### config.mk
export PLATFORM = sky130hd
export DESIGN_NAME = lcd_interface_flat
export DESIGN_NICKNAME = d
export VERILOG_FILES = /design/src/rtl/lcd_interface_if.sv /design/src/rtl/lcd_interface.sv /design/src/flat_wrapper.sv
export SDC_FILE = /design/constraint.sdc
export NUM_CORES = 1
export LEC_CHECK = 0
export BUFFER_PORTS_ARGS = -buffer_cell sky130_fd_sc_hd__buf_2
export CORE_MARGIN = 4
export CORE_UTILIZATION = 55
export CTS_CLUSTER_DIAMETER = 40
export DETAILED_ROUTE_END_ITERATION = 10
export MAX_ROUTING_LAYER = met4
export PLACE_DENSITY = 0.77
export SYNTH_ARGS = -nofsm -noshare
export SYNTH_HDL_FRONTEND = slang
export SYNTH_SLANG_ARGS = --single-unit
### constraint.sdc
create_clock -name clk -period 3.15 [get_ports clk]
set_input_delay 0.63 -clock clk [delete_from_list [all_inputs] [get_ports clk]]
set_output_delay 0.63 -clock clk [all_outputs]
set_load 0.02 [all_outputs]
### src/rtl/lcd_interface_if.sv
// lcd_interface_if: CPU-side strobes/data and HD44780-style panel pins.
interface lcd_interface_if;
    logic [11:0] dbus;
    logic        lcd_wr;
    logic        lcd_rd;
    logic        lcd_e;
    logic        lcd_rs;
    logic        lcd_rw;
    logic [7:0]  lcd_data;
    logic [11:0] status;
    modport master (output dbus, lcd_wr, lcd_rd, input lcd_e, lcd_rs, lcd_rw, lcd_data, status);
    modport slave  (input dbus, lcd_wr, lcd_rd, output lcd_e, lcd_rs, lcd_rw, lcd_data, status);
endinterface

### src/rtl/lcd_interface.sv
// lcd_interface: paced panel write sequencer with one-deep pending buffer and sticky overrun.
module lcd_interface #(
    parameter int SETUP_CYCLES   = 2,
    parameter int PULSE_CYCLES   = 12,
    parameter int HOLD_CYCLES    = 2,
    parameter int RECOVER_CYCLES = 100
) (
    input logic clk,
    input logic rst,
    lcd_interface_if.slave bus
);
    typedef enum logic [2:0] {IDLE, SETUP, PULSE, HOLD, RECOVER} state_t;
    state_t state, state_n;
    logic [15:0] cnt, cnt_n;
    logic [7:0] data_q, data_n;
    logic [8:0] buf_q, buf_n;
    logic wr_q, rd_q, e_q, rs_q, rs_n, pend_q, pend_n, ovr_q, ovr_n, busy_q;
    logic wr_edge, rd_edge, done, last;
    function automatic logic [15:0] reload(input state_t s);
        return s == SETUP   ? 16'(SETUP_CYCLES - 1) :
               s == PULSE   ? 16'(PULSE_CYCLES - 1) :
               s == HOLD    ? 16'(HOLD_CYCLES - 1) :
               s == RECOVER ? 16'(RECOVER_CYCLES - 1) : 16'd0;
    endfunction
    assign wr_edge = bus.lcd_wr & ~wr_q;
    assign rd_edge = bus.lcd_rd & ~rd_q;
    assign done    = cnt == 16'd0;
    assign last    = state == RECOVER && done;
    always_comb begin
        state_n = state;
        cnt_n   = done ? cnt : cnt - 16'd1;
        data_n  = data_q;
        rs_n    = rs_q;
        buf_n   = buf_q;
        pend_n  = pend_q;
        ovr_n   = ovr_q & ~rd_edge;
        case (state)
            IDLE:    state_n = wr_edge ? SETUP : IDLE;
            SETUP:   state_n = done ? PULSE : SETUP;
            PULSE:   state_n = done ? HOLD : PULSE;
            HOLD:    state_n = done ? RECOVER : HOLD;
            RECOVER: state_n = done ? ((pend_q | wr_edge) ? SETUP : IDLE) : RECOVER;
            default: state_n = IDLE;
        endcase
        if (state == IDLE && wr_edge)
            {rs_n, data_n} = bus.dbus[8:0];
        else if (wr_edge) begin
            if (last && !pend_q)
                {rs_n, data_n} = bus.dbus[8:0];
            else if (last || !pend_q) begin
                buf_n  = bus.dbus[8:0];
                pend_n = 1'b1;
            end else
                ovr_n = 1'b1;
        end
        if (last && pend_q) begin
            {rs_n, data_n} = buf_q;
            pend_n = wr_edge;
        end
        if (state_n != state)
            cnt_n = reload(state_n);
    end
    always_ff @(posedge clk) begin
        if (rst) begin
            state  <= IDLE;
            cnt    <= 16'd0;
            data_q <= 8'h00;
            rs_q   <= 1'b0;
            e_q    <= 1'b0;
            buf_q  <= 9'd0;
            pend_q <= 1'b0;
            ovr_q  <= 1'b0;
            busy_q <= 1'b0;
            wr_q   <= 1'b0;
            rd_q   <= 1'b0;
        end else begin
            state  <= state_n;
            cnt    <= cnt_n;
            data_q <= data_n;
            rs_q   <= rs_n;
            e_q    <= state_n == PULSE;
            buf_q  <= buf_n;
            pend_q <= pend_n;
            ovr_q  <= ovr_n;
            busy_q <= state_n != IDLE;
            wr_q   <= bus.lcd_wr;
            rd_q   <= bus.lcd_rd;
        end
    end
    assign bus.lcd_e    = e_q;
    assign bus.lcd_rs   = rs_q;
    assign bus.lcd_rw   = 1'b0;
    assign bus.lcd_data = data_q;
    assign bus.status   = {9'b0, ovr_q, pend_q, busy_q};
endmodule

### src/flat_wrapper.sv
// flat-port wrapper written by rule: the top's interface ports become plain ports
module lcd_interface_flat 
#(
    parameter int SETUP_CYCLES   = 2,
    parameter int PULSE_CYCLES   = 12,
    parameter int HOLD_CYCLES    = 2,
    parameter int RECOVER_CYCLES = 100
)
  (clk, rst, bus_dbus, bus_lcd_wr, bus_lcd_rd, bus_lcd_e, bus_lcd_rs, bus_lcd_rw, bus_lcd_data, bus_status);
  lcd_interface_if bus_i ();
  input logic clk;
  input logic rst;
  input wire logic [$bits(bus_i.dbus)-1:0] bus_dbus;
  input wire logic [$bits(bus_i.lcd_wr)-1:0] bus_lcd_wr;
  input wire logic [$bits(bus_i.lcd_rd)-1:0] bus_lcd_rd;
  output wire logic [$bits(bus_i.lcd_e)-1:0] bus_lcd_e;
  output wire logic [$bits(bus_i.lcd_rs)-1:0] bus_lcd_rs;
  output wire logic [$bits(bus_i.lcd_rw)-1:0] bus_lcd_rw;
  output wire logic [$bits(bus_i.lcd_data)-1:0] bus_lcd_data;
  output wire logic [$bits(bus_i.status)-1:0] bus_status;
  assign bus_i.dbus = bus_dbus;
  assign bus_i.lcd_wr = bus_lcd_wr;
  assign bus_i.lcd_rd = bus_lcd_rd;
  assign bus_lcd_e = bus_i.lcd_e;
  assign bus_lcd_rs = bus_i.lcd_rs;
  assign bus_lcd_rw = bus_i.lcd_rw;
  assign bus_lcd_data = bus_i.lcd_data;
  assign bus_status = bus_i.status;
  lcd_interface #(.SETUP_CYCLES(SETUP_CYCLES), .PULSE_CYCLES(PULSE_CYCLES), .HOLD_CYCLES(HOLD_CYCLES), .RECOVER_CYCLES(RECOVER_CYCLES)) u_core (.clk(clk), .rst(rst), .bus(bus_i));
endmodule
==> results of run 1 <==
## worst max-delay path, stage by stage (launching register included)
cell,delay [ns]
dfxtp_1,0.34
inv_1,0.09
ha_1,0.21
nor3b_2,0.25
and4_2,0.38
nand2_1,0.16
nor2_1,0.22
inv_1,0.08
ha_1,0.21
nor4_2,0.25
buf_4,0.25
mux2i_1,0.22
nor2_1,0.05
## cell usage after synthesis (2+ instances only)
library cell	n	area, um^2
buf_2	2	10.0
nand2b_1	4	25.0
nand3_1	4	20.0
a211oi_1	11	82.6
o211ai_1	4	30.0
nor4_1	4	25.0
or3_1	2	12.5
xnor2_1	3	26.3
clkbuf_1	5	18.8
inv_1	5	18.8
dfxtp_1	43	861
nand2_1	5	18.8
xor2_1	6	52.6
buf_4	14	105
mux2i_1	20	200
nand3b_1	2	15.0
nor2b_1	4	25.0
a21oi_1	13	65.1
ha_1	4	50.1
nor3_1	9	45.0
o21ai_0	3	15.0
nor2_1	39	146
nor4_4	2	42.5
## cells by family after synthesis
logic type / after synthesis / share of synthesized area, %
compound gates: 45 / 15.0
xor+xnor: 9 / 3.63
fa+ha+maj: 4 / 2.30
buf+inv: 28 / 7.71
flops: 43 / 39.6
mux: 21 / 9.73
other cells: 1 / 0.173
simple gates: 87 / 21.9
## area by class of cell
class | instances | share of cell area (%)
clock inverters | 2 | 1.44
clock buffers | 6 | 3.41
well taps | 48 | 2.48
multi-input cells | 176 | 49.1
inverters | 5 | 0.774
flip-flops and latches | 43 | 35.5
repair buffers | 32 | 7.33
## sequential cells by signal, indices dropped and copies added, names as in the netlist
register / cells
u_core.buf_q: 9
u_core.bus.lcd_data: 8
u_core.bus.lcd_e: 1
u_core.bus.lcd_rs: 1
u_core.busy_q: 1
u_core.cnt: 16
u_core.ovr_q: 1
u_core.pend_q: 1
u_core.rd_q: 1
u_core.state: 3
u_core.wr_q: 1
## metal layers
layer  wire [um]  track usage [%]  part of all wire, %  vias up
met5           0                -                    0        -
met4          27             3.76                 0.65        0
met3         134             3.84                  3.2        4
met2        2080             29.6                   50       29
met1        1930             22.7                   46      812
li1            -                -                    -      872
## power breakdown
part	internal (mW)	switching (mW)
logic	0.552	0.700
registers	0.683	0.147
clock network	0.257	0.184
total	1.49	1.03
## worst paths after layout
| kind | start | endpoint | slack [ns] | depth (start not counted) |
|---|---|---|---|---|
| hold / removal | u_core.ovr_q$_SDFF_PP0_ | u_core.ovr_q$_SDFF_PP0_ | 0.49 | 2 |
| setup / recovery | u_core.cnt[0]$_SDFFE_PP0P_ | u_core.buf_q[1]$_SDFFE_PP0P_ | 0.30 | 12 |
| setup reg to reg | u_core.cnt[0]$_SDFFE_PP0P_ | u_core.buf_q[1]$_SDFFE_PP0P_ | 0.30 | 12 |
| hold reg to reg | u_core.ovr_q$_SDFF_PP0_ | u_core.ovr_q$_SDFF_PP0_ | 0.49 | 2 |
## through the flow
step	utilization [%]	instance area, um^2	cells	worst slack, ns	power, mW
after floorplan	-	2210	247	0.385	1.83
after global placement	61.5	2300	304	0.300	2.05
after detailed placement	61.5	2300	304	0.212	2.08
after CTS	64.6	2420	312	0.175	2.52
after global routing	64.8	2420	312	0.0234	2.72
final	64.8	2420	312	0.304	2.52
==> flow_summary_export.csv, run 1 <==
group,metric,value,unit
power,p_per_area,1040,mW/mm^2
sta,fin_setup_tns,0,ns
critical_path,critPathLaunchType,"register",
yosys,synth_seq_cells,43,
clock_network,path_clk_slew,0.08,ns
placement,place.gp.congestion,0.821,
yosys,syn_inst,238,
yosys,synth.distinct_cells,53,
finish,fill_cells,322,
critical_path,path_class,"reg -> reg",
clock_network,cts_buffers,5,
clock_network,clkLatencyLatePin,0.29,ns
sta,slew_viol_final,0,
finish,seqCellArea,861,um^2
detailed_routing,final_antenna_net_count,0,
global_route,grt_max_degree,33,
detailed_routing,num_vias,1717,
placement,portBuffers,25,
global_route,grt_pass1_wl,7.25,mm
finish,antenna_cells,0,
die,dieHeight,70.9,um
global_route,track_usage,17.9,%
yosys,yosysWarnings,0,
sta,hold_viol_final,0,
clock_network,cts_setup_buffers,0,
placement,dp_hpwl,3.01,mm
die,die_x,70.9,um
clock_network,cts_buffer_depth,2,
global_route,overflow,0,
worst_hold_path,hp-class,"reg -> reg",
critical_path,cp.required,3.31,ns
power,p_leak,0.965,nW
yosys,synth-edff-count,0,
yosys,syn_avg_cell_area,9.13,um^2
global_route,grt_pass1_vias,1621,
detailed_routing,drc,0,
sta,fin_skew,0.00928,ns
clock_network,cts_sinks,43,
die,coreArea,0.00374,mm^2
clock_network,cts_tree,"done",
detailed_routing,drt_iter0_markers,130,
clock_network,postCtsHoldBufs,0,
sta,holdWs,0.494,ns
detailed_routing,routed_wl,4.18,mm
sta,min_period,2.85,ns
finish,final_cell_mix,"dfxtp_1, nor2_1, buf_2",
yosys,yosysSeqAreaShare,39.6,%
power,irDropWorstVdd,0.547,mV
sta,relSlewSlack,57.2,%
finish,final_common_cell,"dfxtp_1",
die,dieArea,0.00502,mm^2
sta,fmax,0.351,GHz
run_status,outcome,"finished clean",
die,initial_core_util,58.1,%
yosys,async_flop_share,0,%
finish,drive_gt1_share,20.1,%
critical_path,critPathArrivalTime,3.01,ns
finish,multi_input_area,0.00119,mm^2
sta,rsz0062_at_grt,"false",
detailed_routing,vias_per_cell,5.50,
detailed_routing,wl_per_cell,13.4,um
yosys,ys.flop_type,"dfxtp_1",
detailed_routing,firstDrtPassIters,4,
critical_path,critPathMaxFanout,9,
flow_run,drv_cap,0,
clock_network,htreeDepth,2,
finish,area_growth,11.6,%
clock_network,cts_resized,0,
yosys,syn-cell-area,0.00217,mm^2
critical_path,endpoint_kind,"register",
sta,worst_pin_slew,0.637,ns
die,io_pins,39,
finish,nets,283,
clock_network,root_buffer,"clkbuf_8",
sta,period_share,90.4,%
die,std_cell_rows,22,
global_route,antenna_found_initial,0,
sta,setup_viol,0,
Power figures use the tool's default switching activity.
==> run 2: changes to the inputs <==
--- a/config.mk
+++ b/config.mk
@@ -5,6 +5,8 @@
 export SDC_FILE = /design/constraint.sdc
 export NUM_CORES = 1
 export LEC_CHECK = 0
+export ABC_AREA = 1
+export ABC_CLOCK_PERIOD_IN_PS = 3150
 export BUFFER_PORTS_ARGS = -buffer_cell sky130_fd_sc_hd__buf_2
 export CORE_MARGIN = 4
 export CORE_UTILIZATION = 55
@@ -12,6 +14,7 @@
 export DETAILED_ROUTE_END_ITERATION = 10
 export MAX_ROUTING_LAYER = met4
 export PLACE_DENSITY = 0.77
+export SLEW_MARGIN = 25
 export SYNTH_ARGS = -nofsm -noshare
 export SYNTH_HDL_FRONTEND = slang
 export SYNTH_SLANG_ARGS = --single-unit
==> flow_summary_export.csv, run 2 <==
group,metric,value,unit
die,io_pins,39,
flow_run,drv_cap,0,
die,die_x,70.8,um
clock_network,root_buffer,"clkbuf_8",
finish,multi_input_area,0.00107,mm^2
power,irDropWorstVdd,0.494,mV
clock_network,postCtsHoldBufs,0,
sta,hold_viol_final,0,
yosys,synth-edff-count,0,
die,std_cell_rows,22,
yosys,yosysWarnings,0,
critical_path,r2r_setup_slack,0.59,ns
yosys,ys.flop_type,"dfxtp_1",
run_status,outcome,"finished clean",
power,p_leak,1.08,nW
yosys,syn-cell-area,0.00217,mm^2
die,dieHeight,70.8,um
critical_path,critPathMaxFanout,18,
detailed_routing,routed_wl,4.04,mm
critical_path,critPathLaunchType,"register",
global_route,grt_max_degree,23,
clock_network,path_clk_slew,0.07,ns
yosys,synth.area.top_cells,"dfxtp_1, nand2_1, o21ai_0",
clock_network,cts_resized,0,
yosys,synth_area_leader_cell,"dfxtp_1",
yosys,syn_inst,281,
clock_network,cts_tree,"done",
sta,rsz0062_at_grt,"false",
finish,top_register,"u_core.cnt",
global_route,grt_pass1_wl,7.07,mm
sta,setup_viol,0,
detailed_routing,vias_per_cell,5.02,
yosys,synth_seq_cells,43,
detailed_routing,drc,0,
global_route,grt_pass1_vias,1637,
placement,dp_hpwl,2.95,mm
sta,worst_pin_slew,0.592,ns
placement,place.gp.congestion,0.825,
critical_path,cp.required,3.31,ns
clock_network,cts_buffer_depth,2,
global_route,track_usage,17.7,%
finish,antenna_cells,0,
critical_path,crit_family,"simple AND/OR/NAND/NOR gates",
finish,utilization,62.5,%
finish,drive_gt1_share,20.1,%
yosys,synth.distinct_cells,36,
die,initial_core_util,58.0,%
finish,fill_cells,363,
sta,fin_setup_tns,0,ns
finish,final_cell_mix,"nand2_1, dfxtp_1, inv_1",
finish,seqCellArea,861,um^2
critical_path,endpoint_kind,"register",
detailed_routing,num_vias,1766,
die,dieArea,0.00501,mm^2
clock_network,cts_sinks,43,
clock_network,clkLatencyLatePin,0.29,ns
yosys,async_flop_share,0,%
detailed_routing,final_antenna_net_count,0,
critical_path,slowest_stage,"or3_1",
finish,area_growth,7.84,%
placement,portBuffers,25,
sta,min_period,2.56,ns
sta,slew_viol_final,0,
worst_hold_path,hp-class,"reg -> reg",
sta,fin_skew,0.00599,ns
global_route,overflow,0,
yosys,synthTopCellsByCount,"dfxtp_1, nand2_1, inv_1",
clock_network,cts_setup_buffers,0,
yosys,yosysSeqAreaShare,39.7,%
clock_network,htreeDepth,2,
sta,fmax,0.391,GHz
critical_path,critPathArrivalTime,2.72,ns
critical_path,cp_num_buf_inv,2,
global_route,antenna_found_initial,0,
critical_path,cpPeakStageDelay,0.59,ns
power,p_per_area,1110,mW/mm^2
clock_network,cts_buffers,5,
die,coreArea,0.00374,mm^2
finish,largest_register_ffs,16,
detailed_routing,firstDrtPassIters,4,
sta,relSlewSlack,60.5,%
critical_path,path_cells,"inv_1 > ha_1 > nand2_1 > nor2_2 > nand2_4 > nor2_8 > inv_1 > ha_1 > or3_1 > o21ai_0 > a21oi_1",
critical_path,path_class,"reg -> reg",
finish,nets,323,
sta,period_share,81.3,%
detailed_routing,drt_iter0_markers,119,
yosys,syn_avg_cell_area,7.72,um^2
yosys,synth_top_cell_area_share,39.7,%
detailed_routing,wl_per_cell,11.5,um
[run 2: cell type report]
| class | instances | share of cell area, % |
|---|---|---|
| clock buffers | 7 | 3.26 |
| clock inverters | 1 | 0.214 |
| inverters | 33 | 5.29 |
| multi-input cells | 193 | 45.9 |
| flip-flops and latches | 43 | 36.8 |
| well taps | 48 | 2.57 |
| repair buffers | 27 | 5.99 |
[run 2: worst reg2reg max path, stage by stage, from the launching register on]
cell     delay [ns]
dfxtp_1        0.30
inv_1          0.13
ha_1           0.19
nand2_1        0.08
nor2_2         0.22
nand2_4        0.17
nor2_8         0.14
inv_1          0.06
ha_1           0.19
or3_1          0.59
o21ai_0        0.31
a21oi_1        0.06
[run 2: report_power, final]
group | leakage [nW] | internal, mW | total [mW] | switching [mW]
Clock | 0.0422 | 0.155 | 0.330 | 0.174
Sequential | 0.352 | 0.706 | 0.830 | 0.124
Combinational | 0.681 | 0.511 | 1.43 | 0.918
[run 2: worst paths after layout]
path	start	endpoint	cells past startpoint
setup / recovery	u_core.cnt[0]$_SDFFE_PP0P_	u_core.buf_q[8]$_SDFFE_PP0P_	11
hold / removal	u_core.buf_q[6]$_SDFFE_PP0P_	u_core.buf_q[6]$_SDFFE_PP0P_	2
setup reg to reg	u_core.cnt[0]$_SDFFE_PP0P_	u_core.buf_q[8]$_SDFFE_PP0P_	11
hold reg to reg	u_core.buf_q[6]$_SDFFE_PP0P_	u_core.buf_q[6]$_SDFFE_PP0P_	2
[run 2: kinds of logic (layout without fill, tap and decap cells)]
kind of cell / Yosys count / count (layout) / share of synthesized area, %
AND/OR/NAND/NOR: 112 / 112 / 26.0
buffers and inverters: 54 / 68 / 12.4
AO/OA/AOI/OAI: 53 / 53 / 13.8
flip-flops: 43 / 43 / 39.7
XOR/XNOR: 14 / 14 / 5.65
adder cells (fa/ha/maj): 4 / 4 / 2.31
other: 1 / 10 / 0.173
[run 2: through the flow]
step	cell area [um^2]	std cells	power (mW)	hold WS, ns	worst slack, ns
2_1_floorplan	2200	290	2.06	0.424	1.02
3_3_place_gp	2260	344	2.22	0.435	0.728
3_5_place_dp	2260	344	2.27	0.438	0.621
4_1_cts	2340	352	2.61	0.450	0.602
5_1_grt	2340	352	2.83	0.462	0.327
6_report	2340	352	2.59	0.448	0.590
[run 2: per-layer routing]
metal  track usage (%)  part of all wire (%)
met1              20.9                    47
met2              29.4                    47
met3              4.69                   4.2
met4              5.64                   1.5
met5                 -                     0
